## config.mk

```make
export PLATFORM = sky130hd
export DESIGN_NAME = ysyx_22040386_mem_stage
export DESIGN_NICKNAME = d
export VERILOG_FILES = /design/src/rtl/ysyx_22040386_mem_stage.sv
export SDC_FILE = /design/constraint.sdc
export NUM_CORES = 1
export LEC_CHECK = 0
export BUFFER_PORTS_ARGS = -buffer_cell sky130_fd_sc_hd__clkbuf_2
export CAP_MARGIN = 25
export CORE_AREA = 4 4 233 235
export CTS_CLUSTER_SIZE = 16
export DETAILED_ROUTE_END_ITERATION = 7
export DIE_AREA = 0 0 237 239
export PLACE_DENSITY_LB_ADDON = 0.1
export SLEW_MARGIN = 5
export SYNTH_ARGS = -nofsm -noshare
export SYNTH_HDL_FRONTEND = slang
export SYNTH_SLANG_ARGS = --single-unit
export TNS_END_PERCENT = 5
```

## constraint.sdc

```tcl
create_clock -name clk -period 2.4 [get_ports clk]
set_clock_uncertainty 0.2 [all_clocks]
set_input_delay 0.24 -clock clk [delete_from_list [all_inputs] [get_ports clk]]
set_output_delay 0.24 -clock clk [all_outputs]
set_load 0.01 [all_outputs]
```

## src/rtl/ysyx_22040386_mem_stage.sv

```systemverilog
// Memory-access stage: runs loads/stores against a request/response data port; non-memory ops pass through.
// Latency: 1 cycle for non-memory ops, 2 edges + memory handshakes (3 cycles minimum) for loads, 2+ for stores.
// Backpressure: o_MEM_ready is low whenever a memory access is outstanding (REQ or WAIT).
//
// Ports: EX bundle (i_MEM_*, valid/ready), data-memory port (o_dmem_* / i_dmem_*),
// registered write-back bundle (o_WB_*, o_WB_valid is a one-cycle pulse).
// Optional: define YSYX_22040386_MEM_MISALIGN_CHK_EN to add o_WB_misalign and suppress
// misaligned accesses; otherwise misaligned accesses are issued with a truncated byte mask.
// Reset: rst_n is synchronous and active-low.
module ysyx_22040386_mem_stage #(
    parameter int XLEN = 64
) (
    input  logic            clk,
    input  logic            rst_n,
    input  logic            i_MEM_valid,
    output logic            o_MEM_ready,
    input  logic [XLEN-1:0] i_MEM_ALUresult,
    input  logic [XLEN-1:0] i_MEM_reg_wr_data,
    input  logic [XLEN-1:0] i_MEM_mem_wr_data,
    input  logic [2:0]      i_MEM_FUNCT3,
    input  logic            i_MEM_MemRead,
    input  logic            i_MEM_MemWrite,
    input  logic            i_MEM_RegWrite,
    input  logic [4:0]      i_MEM_reg_wr_addr,
    input  logic [XLEN-1:0] i_MEM_pc,
    output logic            o_dmem_req,
    input  logic            i_dmem_ready,
    output logic            o_dmem_we,
    output logic [XLEN-1:0] o_dmem_addr,
    output logic [XLEN-1:0] o_dmem_wdata,
    output logic [7:0]      o_dmem_wmask,
    input  logic            i_dmem_rvalid,
    input  logic [XLEN-1:0] i_dmem_rdata,
`ifdef YSYX_22040386_MEM_MISALIGN_CHK_EN
    output logic            o_WB_misalign,
`endif
    output logic            o_WB_valid,
    output logic            o_WB_RegWrite,
    output logic [4:0]      o_WB_reg_wr_addr,
    output logic [XLEN-1:0] o_WB_reg_wr_data,
    output logic [XLEN-1:0] o_WB_pc
);

    typedef enum logic [1:0] {
        IDLE = 2'd0,
        REQ  = 2'd1,
        WAIT = 2'd2
    } state_t;

    state_t state, state_nxt;

    // Access captured at accept time; held while REQ/WAIT are in progress.
    logic [XLEN-1:0] addr_q;
    logic [XLEN-1:0] wdata_q;
    logic [2:0]      f3_q;
    logic            is_load_q;
    logic            rw_q;
    logic [4:0]      rd_q;
    logic [XLEN-1:0] pc_q;

    logic            accept;
    logic            is_mem_in;
    logic            mis_in;
    logic [2:0]      off_q;
    logic [7:0]      base_mask;

    assign accept    = i_MEM_valid && o_MEM_ready;
    assign is_mem_in = i_MEM_MemRead || i_MEM_MemWrite;
    assign off_q     = addr_q[2:0];

`ifdef YSYX_22040386_MEM_MISALIGN_CHK_EN
    // Natural alignment by access size; funct3 111 has no defined size and is never flagged.
    always_comb begin
        mis_in = 1'b0;
        if (is_mem_in && (i_MEM_FUNCT3 != 3'b111)) begin
            case (i_MEM_FUNCT3[1:0])
                2'b01:   mis_in = i_MEM_ALUresult[0];
                2'b10:   mis_in = |i_MEM_ALUresult[1:0];
                2'b11:   mis_in = |i_MEM_ALUresult[2:0];
                default: mis_in = 1'b0;
            endcase
        end
    end
`else
    assign mis_in = 1'b0;
`endif

    // Shift the returned word down to the access offset, then size/sign-extend.
    function automatic logic [63:0] load_extract(input logic [63:0] rdata,
                                                 input logic [2:0]  off,
                                                 input logic [2:0]  f3);
        logic [63:0] s;
        s = rdata >> {off, 3'b000};
        case (f3)
            3'b000:  load_extract = {{56{s[7]}},  s[7:0]};
            3'b001:  load_extract = {{48{s[15]}}, s[15:0]};
            3'b010:  load_extract = {{32{s[31]}}, s[31:0]};
            3'b011:  load_extract = s;
            3'b100:  load_extract = {56'b0, s[7:0]};
            3'b101:  load_extract = {48'b0, s[15:0]};
            3'b110:  load_extract = {32'b0, s[31:0]};
            default: load_extract = 64'b0;
        endcase
    endfunction

    always_comb begin
        case (f3_q[1:0])
            2'b00:   base_mask = 8'h01;
            2'b01:   base_mask = 8'h03;
            2'b10:   base_mask = 8'h0F;
            default: base_mask = 8'hFF;
        endcase
    end

    // Next state and handshake outputs. The dmem bus is driven only in REQ so it stays quiet otherwise.
    always_comb begin
        state_nxt    = state;
        o_MEM_ready  = 1'b0;
        o_dmem_req   = 1'b0;
        o_dmem_we    = 1'b0;
        o_dmem_addr  = '0;
        o_dmem_wdata = '0;
        o_dmem_wmask = 8'h00;
        case (state)
            IDLE: begin
                o_MEM_ready = 1'b1;
                if (accept && is_mem_in && !mis_in) begin
                    state_nxt = REQ;
                end
            end
            REQ: begin
                o_dmem_req   = 1'b1;
                o_dmem_we    = !is_load_q;
                o_dmem_addr  = {addr_q[XLEN-1:3], 3'b000};
                o_dmem_wdata = wdata_q << {off_q, 3'b000};
                // 8-bit result: bytes shifted past lane 7 are dropped.
                o_dmem_wmask = is_load_q ? 8'h00 : (base_mask << off_q);
                if (i_dmem_ready) begin
                    state_nxt = is_load_q ? WAIT : IDLE;
                end
            end
            WAIT: begin
                if (i_dmem_rvalid) begin
                    state_nxt = IDLE;
                end
            end
            default: state_nxt = IDLE;
        endcase
    end

    always_ff @(posedge clk) begin
        if (!rst_n) begin
            state            <= IDLE;
            addr_q           <= '0;
            wdata_q          <= '0;
            f3_q             <= 3'b000;
            is_load_q        <= 1'b0;
            rw_q             <= 1'b0;
            rd_q             <= 5'd0;
            pc_q             <= '0;
            o_WB_valid       <= 1'b0;
            o_WB_RegWrite    <= 1'b0;
            o_WB_reg_wr_addr <= 5'd0;
            o_WB_reg_wr_data <= '0;
            o_WB_pc          <= '0;
`ifdef YSYX_22040386_MEM_MISALIGN_CHK_EN
            o_WB_misalign    <= 1'b0;
`endif
        end else begin
            state      <= state_nxt;
            o_WB_valid <= 1'b0;
`ifdef YSYX_22040386_MEM_MISALIGN_CHK_EN
            o_WB_misalign <= 1'b0;
`endif
            case (state)
                IDLE: begin
                    if (accept) begin
                        if (!is_mem_in) begin
                            o_WB_valid       <= 1'b1;
                            o_WB_RegWrite    <= i_MEM_RegWrite;
                            o_WB_reg_wr_addr <= i_MEM_reg_wr_addr;
                            o_WB_reg_wr_data <= i_MEM_reg_wr_data;
                            o_WB_pc          <= i_MEM_pc;
                        end else if (mis_in) begin
                            // Retired without touching memory and without a register write.
                            o_WB_valid       <= 1'b1;
                            o_WB_RegWrite    <= 1'b0;
                            o_WB_reg_wr_addr <= i_MEM_reg_wr_addr;
                            o_WB_reg_wr_data <= '0;
                            o_WB_pc          <= i_MEM_pc;
`ifdef YSYX_22040386_MEM_MISALIGN_CHK_EN
                            o_WB_misalign    <= 1'b1;
`endif
                        end else begin
                            addr_q    <= i_MEM_ALUresult;
                            wdata_q   <= i_MEM_mem_wr_data;
                            f3_q      <= i_MEM_FUNCT3;
                            // A bundle with both MemRead and MemWrite is a load.
                            is_load_q <= i_MEM_MemRead;
                            rw_q      <= i_MEM_RegWrite;
                            rd_q      <= i_MEM_reg_wr_addr;
                            pc_q      <= i_MEM_pc;
                        end
                    end
                end
                REQ: begin
                    if (i_dmem_ready && !is_load_q) begin
                        o_WB_valid       <= 1'b1;
                        o_WB_RegWrite    <= 1'b0;
                        o_WB_reg_wr_addr <= rd_q;
                        o_WB_reg_wr_data <= '0;
                        o_WB_pc          <= pc_q;
                    end
                end
                WAIT: begin
                    if (i_dmem_rvalid) begin
                        o_WB_valid       <= 1'b1;
                        o_WB_RegWrite    <= rw_q;
                        o_WB_reg_wr_addr <= rd_q;
                        o_WB_reg_wr_data <= load_extract(i_dmem_rdata, off_q, f3_q);
                        o_WB_pc          <= pc_q;
                    end
                end
                default: ;
            endcase
        end
    end

endmodule

```

==> metrics.yaml <==
maxSlewViolCount: 0
ys_seq_area_share_pct: 38.3
avgSynthCellArea_um2: 8.25
synth-simple-area-share_pct: 17.9
drtAntennaViolNets: 0
layout_common_cells: "clkbuf_2 (585), nand2_1 (453), dfxtp_1 (334)"
dieArea_um2: 56600
initial_core_util_pct: 33.9
drtIter0Drc: 1321
critPathSlowestCell: "mux4_2"
cts-root-buf: "clkbuf_16"
dp_cells: 3342
placed_cell_area_um2: 22000
die-width_um: 237
grt_pass1_wl_mm: 120
synth_top_family_by_area: "compound AO/OA/AOI/OAI gates"
crit_chain: "buf_8 > clkbuf_16 > mux4_2 > mux2i_1 > nor2b_1 > clkbuf_2"
wl_per_cell_um: 21.9
cts.clk_slew.worst_paths_ps: 60
failed_checks: "negative setup slack"
vias_per_cell: 5.33
worstHoldPathType: "input pin to flop"
synth_area_um2: 17700
drc_errors: 0
finalSetupTns_ps: -6820
synth_cells: 2145
fin_area_um2: 27000
ios: 610
endpoint_kind: "output port"
outcome: "finished, violations left"
num-nets-final: 3344
grt_max_degree: 102
insertion_delay_ps: 560
ir_drop_v: 0.000562
track_usage_pct: 27.0
finalWorstSetupSlack_ps: -236
muxShareOfSynthArea_pct: 16.4
rsz0062_at_grt: "true"
slew_headroom_pct: 60.2
area_growth_pct: 52.3
gp_congestion: 0.922
synthXorXnorAreaFrac_pct: 0
synth_top_cell_by_area: "dfxtp_1"
h-tree-depth: 2
drive_gt1_share_pct: 31.2
netlist_top_cells_area: "dfxtp_1 (38%), mux2i_1 (9.8%), nand2_1 (9.6%)"
grt_antenna_before_repair: 11
leakagePower_nw: 11.2
cts_buffer_depth: 3
cp.arrival_ps: 2200
synth_compound_area_share_pct: 21.2
dr.pass1.iters: 5
worst_pin_slew_ps: 596
clock-sinks: 339
ys_ff_latch: 339
overflow: 0
num_vias: 19869
utilization_pct: 51.6
critPathRequiredTime_ps: 1960
grt_pass1_vias: 19665
cts_inserted_buffers: 41
timing.final.crit_share_pct: 110
worstSetupStartpointType: "flop"
synthAdderAreaFrac_pct: 0.353
cts_tree: "yes"
synth_edf_count: 0
synth_top_area_share_pct: 38.3
core_um2: 52200
yosys_warnings: 0
setup_viol: 48
routed_wl_mm: 81.5
die_height_um: 239
fillCellCount: 4943
hold_violations: 0
std_cell_rows: 84
cellPowerDensity_nw_per_um2: 833
fin_crit_ps: 2640
mostFrequentLayoutCell: "clkbuf_2"
crit_fanout: 6
async_flop_share_pct: 0
critPathMaxStageDelay_ps: 510
cap_violations: 0
ys_types: 53
io_buffers: 606
dp_hpwl_mm: 57.8
ys.flop_type: "dfxtp_1"
max_freq_ghz: 0.379
path_class: "flop to output port"
fin_cells: 3727
path summary, 6_finish.rpt:
check | startpoint | slack, ps | cells past startpoint | to
max | addr_q[0] | -240 | 6 | o_dmem_wdata[62]
min | i_dmem_rdata[56] | 50 | 4 | o_WB_reg_wr_data[56]
max reg2reg | addr_q[0] | 10 | 7 | o_WB_reg_wr_data[8]
min reg2reg | addr_q[6] | 250 | 2 | addr_q[6]
synth_stat cells (all sizes together), types with 2 or more instances:
library cell  number
nand2            455
dfxtp            339
a21oi            270
mux2i            173
clkbuf           140
nor2             111
a211oi            82
and2              79
buf               66
o21ai             49
o211ai            44
mux4              40
nor2b             40
inv               32
a22oi             29
mux2              24
o2111ai           23
a221oi            17
and3              11
a21boi            10
nand4             10
nor3              10
o22ai             10
a22o               9
a311oi             9
o221ai             9
nand2b             8
a31o               7
a31oi              7
nand3              6
ha                 5
a32oi              4
a41oi              4
a2111oi            3
or2                2
kinds of logic (layout without fill, tap and decap cells):
logic type,Yosys count,in the layout
flip-flops,339,339
multiplexers,237,237
AND/OR/NAND/NOR,735,735
other,1,9
adder cells (fa/ha/maj),5,5
buffers and inverters,239,1125
AO/OA/AOI/OAI,589,589
timing repair:
item,4_1_cts,5_1_grt
gates cloned,2,3
pin swaps,5,6
endpoints found under the setup margin,159,111
resized for setup,44,79
buffers inserted,8,7
hold buffers,286,0
endpoints found under the hold margin,339,0
report_power, final:
part,leakage (nW),switching [W],internal (W)
clock network,0.715,0.00256,0.00405
logic,7.68,0.00480,0.00364
registers,2.79,0.000751,0.00665
cell type report:
| type | count | area, um^2 | share of cell area (%) |
|---|---|---|---|
| sequential | 339 | 6800 | 25.2 |
| antenna | 6 | 15.0 | 0.0557 |
| multi-input combinational | 1569 | 10200 | 37.9 |
| timing repair buffer | 1019 | 7470 | 27.7 |
| tap | 688 | 861 | 3.19 |
| clock buffer | 61 | 1290 | 4.80 |
| inverter | 33 | 135 | 0.501 |
| clock inverter | 12 | 155 | 0.576 |
state kept, by name (all words and copies together) (netlist names):
| register | flops |
|---|---|
| addr_q | 64 |
| f3_q | 3 |
| is_load_q | 1 |
| o_WB_RegWrite | 1 |
| o_WB_pc | 64 |
| o_WB_reg_wr_addr | 5 |
| o_WB_reg_wr_data | 64 |
| o_WB_valid | 1 |
| pc_q | 64 |
| rd_q | 5 |
| rw_q | 1 |
| state | 2 |
| wdata_q | 64 |
per-stage QoR:
stage | hold WS, ps | power (W) | worst slack (ps)
floorplan | 176 | 0.0118 | -38.6
global route | 102 | 0.0236 | -288
global placement | 237 | 0.0151 | -55.7
detailed placement | 243 | 0.0152 | -105
finish | 52.3 | 0.0224 | -236
CTS | 15.4 | 0.0224 | -241
worst max-delay path: cells and delay by family, from the launching register on:
family	cells	cell delay (ps)
mux	2	670
simple gates	1	60
buf+inv	3	440
flops	1	450
layer usage:
layer,share of wire (%),GRT usage (%),vias to the layer above
li1,-,-,9331
met1,40,32.9,9491
met2,48,45.6,840
met3,7.0,5.92,197
met4,5.3,12.8,10
met5,0.085,0,-
Note: power is estimated with default switching activity, not from simulation.
